<file path="config.mk">
export PLATFORM = sky130hd
export DESIGN_NAME = fp_mult_arbiter
export DESIGN_NICKNAME = d
export VERILOG_FILES = /design/src/rtl/fp_mult_arbiter.sv
export SDC_FILE = /design/constraint.sdc
export NUM_CORES = 1
export LEC_CHECK = 0
export BUFFER_PORTS_ARGS = -buffer_cell sky130_fd_sc_hd__buf_2
export CAP_MARGIN = 20
export CORE_AREA = 2 2 168 170
export DETAILED_ROUTE_END_ITERATION = 10
export DIE_AREA = 0 0 170 172
export PLACE_DENSITY = 0.45
export SLEW_MARGIN = 20
export SYNTH_ARGS = -nofsm -noshare
export SYNTH_HDL_FRONTEND = slang
export SYNTH_SLANG_ARGS = --single-unit
export TNS_END_PERCENT = 30
</file>
<file path="constraint.sdc">
create_clock -name clk -period 2.8 [get_ports clk]
set_input_delay 0.42 -clock clk [delete_from_list [all_inputs] [get_ports clk]]
set_output_delay 0.42 -clock clk [all_outputs]
set_load 0.01 [all_outputs]
</file>
<file path="src/rtl/fp_mult_arbiter.sv">
// Round-robin arbiter sharing one pipelined fp_mult between NUM_REQ requesters.
// Latency: PIPE_STAGES cycles from grant to rsp_valid, plus stall cycles.
// Backpressure: a refused response freezes the multiplier and the tag pipeline, and blocks new grants.
//
// Ports:
//   clk, resetn            clock, synchronous active-low reset
//   req_valid/req_ready    per-requester request handshake; operands in req_a/req_b/req_round slices
//   rsp_valid/rsp_ready    per-requester response handshake; rsp_z/rsp_status shared and qualified by rsp_valid
//   mult_a/b/round/en      drive the shared multiplier; mult_z/mult_status come back from it
//   inflight               number of valid entries in the tag pipeline
module fp_mult_arbiter #(
  parameter int NUM_REQ     = 4,
  parameter int SIG_W       = 23,
  parameter int EX_W        = 8,
  parameter int PIPE_STAGES = 2,
  localparam int DATA_W     = SIG_W + EX_W + 1,
  localparam int TAG_W      = (NUM_REQ > 1) ? $clog2(NUM_REQ) : 1
) (
  input  logic                      clk,
  input  logic                      resetn,
  input  logic [NUM_REQ-1:0]        req_valid,
  output logic [NUM_REQ-1:0]        req_ready,
  input  logic [NUM_REQ*DATA_W-1:0] req_a,
  input  logic [NUM_REQ*DATA_W-1:0] req_b,
  input  logic [NUM_REQ*3-1:0]      req_round,
  output logic [NUM_REQ-1:0]        rsp_valid,
  input  logic [NUM_REQ-1:0]        rsp_ready,
  output logic [DATA_W-1:0]         rsp_z,
  output logic [7:0]                rsp_status,
  output logic [DATA_W-1:0]         mult_a,
  output logic [DATA_W-1:0]         mult_b,
  output logic [2:0]                mult_round,
  output logic                      mult_en,
  input  logic [DATA_W-1:0]         mult_z,
  input  logic [7:0]                mult_status,
  output logic [2:0]                inflight
);

  logic               stall;
  logic [NUM_REQ-1:0] elig;
  logic               grant_any;
  logic [TAG_W-1:0]   grant_idx;
  logic [TAG_W-1:0]   rr_ptr;
  logic [TAG_W-1:0]   last_idx;
  logic [TAG_W-1:0]   sel_idx;
  logic               out_vld;
  logic [TAG_W-1:0]   out_tag;
  logic               rsp_hs;

  // Output slot and stall source depend on whether the multiplier is registered.
  generate
    if (PIPE_STAGES == 0) begin : g_comb
      // Combinational multiplier: the result leaves in the grant cycle, so only
      // requesters able to take it right now are eligible, and nothing can stall.
      assign elig    = req_valid & rsp_ready;
      assign stall   = 1'b0;
      assign out_vld = grant_any;
      assign out_tag = grant_idx;
    end else begin : g_pipe
      logic             tag_vld [PIPE_STAGES];
      logic [TAG_W-1:0] tag_idx [PIPE_STAGES];

      assign elig    = req_valid;
      assign out_vld = tag_vld[PIPE_STAGES-1];
      assign out_tag = tag_idx[PIPE_STAGES-1];
      assign stall   = out_vld & ~rsp_ready[out_tag];

      // Tag pipeline mirrors the multiplier's register stages and moves with mult_en,
      // so bubbles (vld=0) advance too.
      always_ff @(posedge clk) begin
        if (!resetn) begin
          for (int k = 0; k < PIPE_STAGES; k++) begin
            tag_vld[k] <= 1'b0;
            tag_idx[k] <= '0;
          end
        end else if (mult_en) begin
          tag_vld[0] <= grant_any;
          tag_idx[0] <= grant_idx;
          for (int k = 1; k < PIPE_STAGES; k++) begin
            tag_vld[k] <= tag_vld[k-1];
            tag_idx[k] <= tag_idx[k-1];
          end
        end
      end
    end
  endgenerate

  assign mult_en = resetn & ~stall;

  // Round-robin search starting at rr_ptr; first eligible requester wins.
  always_comb begin
    grant_any = 1'b0;
    grant_idx = '0;
    if (resetn && !stall) begin
      for (int k = 0; k < NUM_REQ; k++) begin
        if (!grant_any && elig[(int'(rr_ptr) + k) % NUM_REQ]) begin
          grant_any = 1'b1;
          grant_idx = TAG_W'((int'(rr_ptr) + k) % NUM_REQ);
        end
      end
    end
  end

  always_comb begin
    req_ready = '0;
    if (grant_any) begin
      req_ready[grant_idx] = 1'b1;
    end
  end

  // Without a grant the operand mux parks on the last granted requester, keeping
  // multiplier inputs quiet instead of toggling with whatever slice index 0 holds.
  assign sel_idx    = grant_any ? grant_idx : last_idx;
  assign mult_a     = req_a[int'(sel_idx)*DATA_W +: DATA_W];
  assign mult_b     = req_b[int'(sel_idx)*DATA_W +: DATA_W];
  assign mult_round = req_round[int'(sel_idx)*3 +: 3];

  always_comb begin
    rsp_valid = '0;
    if (resetn && out_vld) begin
      rsp_valid[out_tag] = 1'b1;
    end
  end

  assign rsp_z      = mult_z;
  assign rsp_status = mult_status;
  assign rsp_hs     = resetn & out_vld & rsp_ready[out_tag];

  always_ff @(posedge clk) begin
    if (!resetn) begin
      rr_ptr   <= '0;
      last_idx <= '0;
      inflight <= '0;
    end else begin
      if (grant_any) begin
        rr_ptr   <= (grant_idx == TAG_W'(NUM_REQ-1)) ? '0 : grant_idx + 1'b1;
        last_idx <= grant_idx;
      end
      case ({grant_any, rsp_hs})
        2'b10:   inflight <= inflight + 3'd1;
        2'b01:   inflight <= inflight - 3'd1;
        default: inflight <= inflight;
      endcase
    end
  end

endmodule

</file>
; After elaboration in Yosys (flattened, before gate mapping)
; Memories as Yosys holds them, arrays and structs flattened.
; Index checks and enable logic that the tools add are counted.
[word_totals]
reg_bits = 7
ram_bits = 6
word_cells = 97
memories = 2
[mem_list]
columns = memory, words, width, rd, rd_clocked_by_memory_dff, wr, line_no
row1 = g_pipe.tag_idx, 2, 2, 2, 0, 2, 61  ; logic [TAG_W-1:0] tag_idx [PIPE_STAGES];
row2 = g_pipe.tag_vld, 2, 1, 2, 0, 2, 60  ; logic tag_vld [PIPE_STAGES];
[op_classes]
add_sub_neg = 6
n_mul = 1
magnitude_cmp = 8
eq_ne = 3
shift = 3
mux = 43
n_bitwise = 13
reduce_logical = 15
[ops]
columns = operator, n
row1 = variable part select 128 x 8 -> 32 bit, 2
row2 = two-way mux 1 bit, 24
row3 = two-way mux 2 bit, 9
row4 = "< comparator 3 x 4 -> 1 bit, second input constant", 3
row5 = variable part select 12 x 5 -> 3 bit, 1
row6 = binary-select mux 1 bit (select 2 bit), 5
row7 = "< comparator 2 x 3 -> 1 bit, second input constant", 3
row8 = two-way mux 4 bit, 2
row9 = logical AND 1 bit, 7
row10 = case mux 3 bit (2 select lines), 1
row11 = OR reduction 2 bit, 3
row12 = "adder 2 x 1 -> 2 bit, second input constant", 2
row13 = "adder 2 bit, second input constant", 2
row14 = AND 1 bit, 4
row15 = demux 1 bit (select 2 bit), 2
row16 = "equality test 2 bit, second input constant", 2
row17 = "greater-or-equal comparator 2 x 1 -> 1 bit, second input constant", 2
row18 = zero test 1 bit, 4
row19 = "multiplier 2 x 2 -> 4 bit, second input constant", 1
row20 = bitwise OR 1 bit, 4
row21 = "adder 3 x 1 -> 3 bit, second input constant", 1
row22 = "AND 1 bit, first input constant", 3
row23 = "subtractor 3 x 1 -> 3 bit, second input constant", 1
row24 = "equality test 2 x 1 -> 1 bit, second input constant", 1
row25 = other kinds (2), 3

; Logic depth before layout (Yosys ltp)
; Gate-level depths: netlist of the first run.
[logic_depth]
ltp_word = 24
ltp_mapped = 11
depth_no_buf = 10

; Least setup slack after synthesis of the first run
; OpenSTA, ideal clock, no wires.
[synth_path]
path_kind = register to output
start = memory g_pipe.tag_idx[0][3] (netlist bit)
end = output mult_b[11]
arrival_ps = 2181
slack_ps = 199
path_stages_with_launch = 9
path_cell_list = edfxtp_1 > and2_1 > a221oi_2 > buf_2 > o221a_2 > a21o_1 > buf_4 > buf_2 > mux4_2
[synth_lines]
columns = item, line_no
row1 = from (decl), 61
row2 = to (decl), 31  ; output logic [DATA_W-1:0] mult_b,

==> results.py, run 1 <==
metrics = {
    "power": {
        "netSwitchingPower_mw": 0.783,
        "total_power_mw": 2.17,
        "vdd.ir_drop.worst_mv": 0.210,
        "cellInternalPower_mw": 1.39,
        "reg_power_share_pct": 11.3,
        "power_share_of_the_clock_group_pct": 12.5,
        "power_density_nw_per_um2": 401,
        "power.share.combinational_pct": 76.2,
        "total_leakage_power_nw": 2.62,
        "swShare_pct": 36.1,
    },
    "yosys": {
        "synthMuxAreaShare_pct": 56.8,
        "ys_seq_elements": 13,
        "post_synth_inst_count": 208,
        "yosys.area_share.adder_pct": 3.05,
        "netlist_top_cells_area": "mux4_2, buf_4, edfxtp_1",
        "synth_area_sq_um": 2710,
        "post_synth_num_cell_types": 31,
        "synth_top_cell_by_area": "mux4_2",
        "synth_top_cell_area_share_pct": 55.7,
        "synthSimpleGateAreaFrac_pct": 6.19,
        "synth_seq_area_share_pct": 11.8,
        "synth-compound-area-share_pct": 4.94,
        "synth-warning-count": 0,
        "synth_top_family_by_area": "multiplexers",
        "synthXorXnorAreaFrac_pct": 0.646,
        "mappedNetlistNets": 532,
        "synth.avg_cell_area_sq_um": 13.0,
    },
    "route": {
        "wirelength_um": 18800,
        "drt-pass1-iter-count": 4,
        "route.detailed.drc": 0,
        "wl_per_cell_um": 20.7,
        "dr.first_iter.drc_count": 160,
        "viasPerCell": 3.86,
        "routed-via-count": 3507,
        "post_route_ant_nets": 0,
    },
    "setup_path": {
        "crit_fanout": 13,
        "setup.worst_path.start_class": "register",
        "critical_path_arrival_ns": 2.67,
        "critPathCaptureType": "output port",
        "criticalPathCategory": "register to output port",
        "crit_required_ns": 2.38,
        "worst-r2r-cell-count": 12,
    },
    "clocking": {
        "clock_tree_from_tritoncts": "built",
        "cts_root_buffer": "clkbuf_16",
        "cts.clk_slew.worst_paths_ns": 0.05,
        "ctsHtreeMaxLevel": 1,
        "cts-buffers-inserted": 3,
        "cts.path.max_buffers": 2,
        "worst_skew_pair.late_latency_ns": 0.24,
        "tritoncts_num_sinks": 13,
        "cts_hold_buf": 0,
    },
    "grt": {
        "global_route.usage.total_pct": 10.1,
        "global_route.overflow_total": 0,
        "gr-usage-met1_pct": 13.9,
        "global_route.usage.met2_pct": 16.4,
        "groute.layer.met3.usage_pct": 3.04,
        "grt_pass1_wl_um": 21600,
        "top_usage_layer": "met2",
        "first_global_vias": 3279,
        "initial_antenna_violation_count": 6,
        "grt_start_max_net_pins": 43,
    },
    "finish": {
        "area_delta_synth_final_pct": 99.9,
        "fill_cells": 3070,
        "multi_input_comb_area_sq_um": 2000,
        "final_nets": 887,
        "area.sequential_sq_um": 320,
        "diodes": 0,
        "drive_gt1_share_pct": 87.2,
    },
    "timing": {
        "postLayoutSetupSlackWorst_ns": -0.286,
        "fin_crit_sh_pct": 110,
        "slew_viol_final": 0,
        "timing_hold_violations_final": 0,
        "timing.fmax_mhz": 324,
        "min_period_ns": 3.09,
        "fin_setup_tns_ns": -15.65,
        "grt_setup_unrepaired": "yes",
        "fin_skew_ns": 0.00372,
        "worstMarginPinSlew_ns": 0.316,
        "timing.slew.headroom_pct": 78.9,
        "setup_viol": 71,
    },
    "placement": {
        "pre_cts_ws_ns": -0.0765,
        "place_congestion": 0.755,
        "post-dp-hpwl_um": 15500,
        "buffers_on_ports": 356,
    },
    "run_status": {
        "outcome": "finished, violations left",
        "violations": "setup timing",
    },
    "run": {
        "maxCapViolCount": 0,
    },
    "floorplanning": {
        "floorplan.die_area_sq_um": 29200,
        "die_height_um": 172,
        "die_x_um": 170,
        "initial_core_utilization_pct": 9.86,
        "core_area_sq_um": 27500,
        "io_pins": 437,
        "row_count": 61,
    },
    "hold_path": {
        "worstHoldPathCells": 2,
        "worst_hold_path_type": "register to register",
    },
}
registers in the layout, summed over array words and instances (netlist names):
| register | flops |
|---|---|
| g_pipe.tag_idx | 4 |
| g_pipe.tag_vld | 2 |
| inflight | 3 |
| last_idx | 2 |
| rr_ptr | 2 |
metrics by stage:
stage | hold slack [ns] | cell area [sq um] | utilization (%) | std cells
floorplan | 0.471 | 2710 | - | 208
global route | 0.537 | 5420 | 19.7 | 908
detailed placement | 0.487 | 4850 | 17.7 | 888
finish | 0.482 | 5420 | 19.7 | 908
global placement | 0.474 | 4850 | 17.7 | 888
CTS | 0.495 | 4940 | 18.0 | 892
final timing paths:
path | end | slack, ns | startpoint
worst max-delay path | mult_a[16] | -0.29 | g_pipe.tag_idx[0][2]
worst min-delay path | inflight[2] | 0.48 | inflight[2]
worst max register to register | inflight[2] | 0.25 | g_pipe.tag_idx[0][2]
worst min register to register | inflight[2] | 0.48 | inflight[2]
worst max-delay path, stage by stage (launching register included):
cell	delay (ns)
edfxtp_1	0.45
mux2i_2	0.20
a221oi_2	0.35
buf_4	0.18
and2_4	0.16
a31oi_4	0.11
buf_12	0.17
buf_4	0.15
mux4_2	0.49
buf_6	0.15
power by group through the flow:
| stage | combinational (mW) | sequential, mW | clock (mW) |
|---|---|---|---|
| after detailed placement | 1.40 | 0.248 | 0 |
| after global routing | 1.77 | 0.249 | 0.291 |
| final | 1.65 | 0.245 | 0.272 |
| after CTS | 1.41 | 0.244 | 0.282 |
| after global placement | 1.40 | 0.248 | 0 |
| after floorplan | 0.813 | 0.252 | 0 |
cells in the mapped netlist:
library cell,count
mux4_2,67
buf_4,43
inv_1,11
buf_2,10
nor2_1,10
dfxtp_1,7
and2_1,6
and3_1,6
edfxtp_1,6
a21oi_1,5
ha_1,5
buf_6,3
nand2_1,3
nand3_1,3
a21o_1,2
mux2i_1,2
nor2b_1,2
nor3_1,2
o221a_2,2
xor2_1,2
a211o_1,1
a211oi_1,1
a21boi_0,1
a221oi_2,1
a2bb2oi_1,1
a31oi_2,1
fa_1,1
mux2_2,1
o21ai_0,1
o22ai_1,1
or3_1,1
cell usage in the layout, fill, tap and decap left out, drive strengths merged:
| cell | instances |
|---|---|
| buf | 400 |
| mux4 | 67 |
| inv | 11 |
| nor2 | 10 |
| clkbuf | 10 |
| dfxtp | 7 |
| edfxtp | 6 |
| and2 | 6 |
| and3 | 6 |
| a21oi | 5 |
| ha | 5 |
| nand3 | 3 |
| nand2 | 3 |
| mux2i | 2 |
| nor2b | 2 |
| nor3 | 2 |
| xor2 | 2 |
| a21o | 2 |
| o221a | 2 |
| a221oi | 1 |
| o22ai | 1 |
| a2bb2oi | 1 |
| a21boi | 1 |
| a31oi | 1 |
| mux2 | 1 |
| a211o | 1 |
| a211oi | 1 |
| o21ai | 1 |
| or3 | 1 |
| fa | 1 |
layer usage:
layer,part of all wire (%),routed length [um],vias to the layer above
met5,0.26,48,-
met4,0.18,34,8
met3,9.5,1790,16
met2,47,8910,235
met1,43,8010,1724
li1,-,-,1524
logic make-up (layout without fill, tap and decap cells):
group	count (synthesis)	after routing
mux	70	70
buf+inv	67	421
simple gates	33	33
compound gates	17	17
flops	13	13
fa+ha+maj	6	6
xor+xnor	2	2
cell type report:
type	instances	area share, %
sequential	13	5.91
clock buffer	4	1.46
inverter	11	0.762
timing repair buffer	406	47.0
tap	346	7.99
multi-input combinational	128	36.9
what timing repair did:
action                                  in CTS  in global routing
endpoints found under the setup margin      70                 72
cloned                                       0                 10
resized for setup                            3                 43
setup buffers                                0                  6
pin swaps                                    0                  2
Note: power is estimated with default switching activity, not from simulation.
==> run 2, diff against run 1 <==
--- a/config.mk
+++ b/config.mk
@@ -5,12 +5,13 @@
 export SDC_FILE = /design/constraint.sdc
 export NUM_CORES = 1
 export LEC_CHECK = 0
+export ABC_AREA = 1
 export BUFFER_PORTS_ARGS = -buffer_cell sky130_fd_sc_hd__buf_2
 export CAP_MARGIN = 20
-export CORE_AREA = 2 2 168 170
+export CORE_AREA = 2 2 172 174
 export DETAILED_ROUTE_END_ITERATION = 10
-export DIE_AREA = 0 0 170 172
-export PLACE_DENSITY = 0.45
+export DIE_AREA = 0 0 174 176
+export PLACE_DENSITY = 0.52
 export SLEW_MARGIN = 20
 export SYNTH_ARGS = -nofsm -noshare
 export SYNTH_HDL_FRONTEND = slang
==> results.py, run 2 <==
metrics = {
    "run_status": {
        "outcome": "finished clean",
    },
    "clocking": {
        "cts.clk_slew.worst_paths_ns": 0.05,
        "cts_root_buffer": "clkbuf_16",
        "worst_skew_pair.late_latency_ns": 0.24,
        "cts-buffers-inserted": 3,
        "clock_tree_from_tritoncts": "built",
        "cts_hold_buf": 0,
        "cts.path.max_buffers": 2,
        "ctsHtreeMaxLevel": 1,
        "tritoncts_num_sinks": 13,
    },
    "grt": {
        "grt_pass1_wl_um": 33500,
        "initial_antenna_violation_count": 2,
        "global_route.overflow_total": 0,
        "first_global_vias": 6602,
        "global_route.usage.total_pct": 13.4,
        "grt_start_max_net_pins": 71,
    },
    "yosys": {
        "netlist_top_cells_area": "nand3_1, inv_1, nand2_1",
        "mappedNetlistNets": 1323,
        "post_synth_inst_count": 999,
        "synth_top_cell_area_share_pct": 35.0,
        "postSynth.asyncResetShare_pct": 0,
        "synthMuxAreaShare_pct": 0,
        "yosys_most_used_dff": "dfxtp_1",
        "synth.avg_cell_area_sq_um": 4.94,
        "post-synth-top-count-cell": "nand3_1",
        "synth_seq_area_share_pct": 6.49,
        "synthXorXnorAreaFrac_pct": 0,
        "synth_top_cells_by_count": "nand3_1, inv_1, nand2_1, buf_4, buf_2",
        "synth-warning-count": 0,
        "post_synth_num_cell_types": 25,
        "synth_top_family_by_area": "simple AND/OR/NAND/NOR gates",
        "synth_top_cell_by_area": "nand3_1",
        "synth-compound-area-share_pct": 1.22,
        "synth_edf_count": 6,
        "yosys.area_share.adder_pct": 1.67,
        "synth_area_sq_um": 4930,
        "synthSimpleGateAreaFrac_pct": 53.1,
        "ys_seq_elements": 13,
    },
    "floorplanning": {
        "core_area_sq_um": 28500,
        "die_height_um": 176,
        "die_x_um": 174,
        "initial_core_utilization_pct": 17.3,
        "row_count": 62,
        "io_pins": 437,
        "floorplan.die_area_sq_um": 30600,
    },
    "finish": {
        "final_nets": 1628,
        "area_delta_synth_final_pct": 56.3,
        "final_common_cell": "buf_2",
        "registers.top_by_ff_count": "g_pipe.tag_idx",
        "drive_gt1_share_pct": 35.1,
        "post-route-util_pct": 27.0,
        "final_instance_count_without_filler_cells": 1689,
        "largest_register_ff_count": 4,
        "reg_top3": "g_pipe.tag_idx x4, inflight x3",
        "final_area_sq_um": 7710,
        "final_cell_mix": "buf_2, nand3_1, inv_1",
    },
    "setup_path": {
        "timing.critical_path.slowest_stage_cell": "dfxtp_4",
        "cp_common_cell": "nand2_4",
        "cp_slowest_stage_delay_ns": 0.36,
        "crit_start": "rr_ptr[0]",
        "reg2reg_from": "rr_ptr[0]",
        "critical_path_arrival_ns": 2.35,
        "critPathCapture": "mult_b[5]",
        "critPathCaptureType": "output port",
        "worst-r2r-cell-count": 16,
        "crit-reg2reg-capture": "inflight[2]",
        "reg2reg_setup_slack_ns": 0.26,
        "criticalPathCategory": "register to output port",
        "crit_required_ns": 2.38,
        "setup.worst_path.start_class": "register",
        "timing.critical_path.cells": "buf_6 -> nand2_4 -> nand2_4 -> nand2_4 -> nand2_2 -> nor2_4 -> nand3_4 -> nand2_8 -> inv_8 -> nand2_8 -> buf_12 -> clkbuf_16 -> nand3_1 -> nand3_1 -> nand2_1 -> buf_2",
        "crit_fanout": 8,
    },
    "run": {
        "maxCapViolCount": 0,
    },
    "timing": {
        "fin_setup_tns_ns": 0,
        "timing_hold_violations_final": 0,
        "timing.slew.headroom_pct": 79.7,
        "fin_skew_ns": 0.00121,
        "timing.fmax_mhz": 361,
        "slew_viol_final": 0,
        "setup_viol": 0,
        "worstMarginPinSlew_ns": 0.303,
        "grt_setup_unrepaired": "yes",
        "fin_crit_sh_pct": 98.9,
        "min_period_ns": 2.77,
    },
    "route": {
        "dr.first_iter.drc_count": 367,
        "wl_per_cell_um": 15.4,
        "wirelength_um": 26100,
        "post_route_ant_nets": 0,
        "drt-pass1-iter-count": 5,
        "routed-via-count": 7237,
        "route.detailed.drc": 0,
        "viasPerCell": 4.28,
    },
    "placement": {
        "post_dp_cell_area_sq_um": 6790,
        "place_congestion": 0.838,
        "buffers_on_ports": 356,
        "numPlacedInstances": 1651,
        "post-dp-hpwl_um": 16800,
    },
    "power": {
        "total_power_mw": 8.13,
        "total_leakage_power_nw": 5.12,
        "power_density_nw_per_um2": 1050,
        "vdd.ir_drop.worst_mv": 0.378,
    },
    "hold_path": {
        "worst_hold_path_type": "register to register",
    },
}
run 2: cell types whose count changed in the layout (fill, tap and decap cells not counted), moves of 8 or more:
cell,before,now
nand3_1,3,334
inv_1,9,295
nand2_1,3,173
mux4_2,67,0
buf_6,32,5
buf_2,330,355
buf_4,30,11
nand2_2,0,11
nand3_2,0,11
buf_12,5,14
clkbuf_16,9,17
run 2: stage by stage:
| step | setup WS (ns) | hold slack [ns] |
|---|---|---|
| floorplan | 0.424 | 0.483 |
| global placement | 0.0968 | 0.451 |
| detailed placement | 0.0654 | 0.464 |
| CTS | -0.00405 | 0.476 |
| global route | -0.111 | 0.504 |
| finish | 0.0308 | 0.473 |
run 2: worst min-delay path by stage:
| stage | start | to | slack (ns) | cells past startpoint |
|---|---|---|---|---|
| floorplan | inflight[2] | inflight[2] | 0.48 | 2 |
| global placement | inflight[2] | inflight[2] | 0.45 | 2 |
| detailed placement | inflight[2] | inflight[2] | 0.46 | 2 |
| CTS | inflight[2] | inflight[2] | 0.48 | 2 |
| global route | inflight[2] | inflight[2] | 0.50 | 2 |
| finish | inflight[2] | inflight[2] | 0.47 | 2 |
run 2: critical path, delay by kind of cell (launching register included):
kind | cells | cell delay [ns]
simple gates | 11 | 1.08
buf+inv | 5 | 0.66
flops | 1 | 0.36
run 2: cell families after synthesis:
group	after synthesis
flops	13
fa+ha+maj	6
simple gates	559
buf+inv	409
compound gates	12
run 2: area by class of cell:
class,count,area (sq um)
fillers,3287,20800
multi-input cells,577,2920
repair buffers,406,2740
inverters,303,1160
well taps,384,480
flip-flops and latches,13,328
clock buffers,4,78.8
diodes,2,5.00
run 2: routing by layer:
metal	GRT usage [%]	part of all wire, %	wire length, um	vias up
li1	-	-	-	3587
met1	16.0	40	10400	3195
met2	24.4	49	12800	409
met3	2.48	8.4	2200	46
met4	4.17	2.7	694	0
met5	0	0	0	-
run 2: repair_timing:
| action | CTS | global route |
|---|---|---|
| endpoints found under the setup margin | 52 | 71 |
| gates cloned | 3 | 18 |
| hold endpoints to repair | 0 | 0 |
| resized for setup | 11 | 56 |
| setup buffers | 1 | 10 |
| pin swaps | 0 | 32 |
run 2: power breakdown:
part | leakage (nW) | switching [mW] | internal, mW
Combinational | 4.96 | 4.39 | 3.13
Sequential | 0.128 | 0.0546 | 0.280
Clock | 0.0382 | 0.0850 | 0.193
Total | 5.12 | 4.53 | 3.60
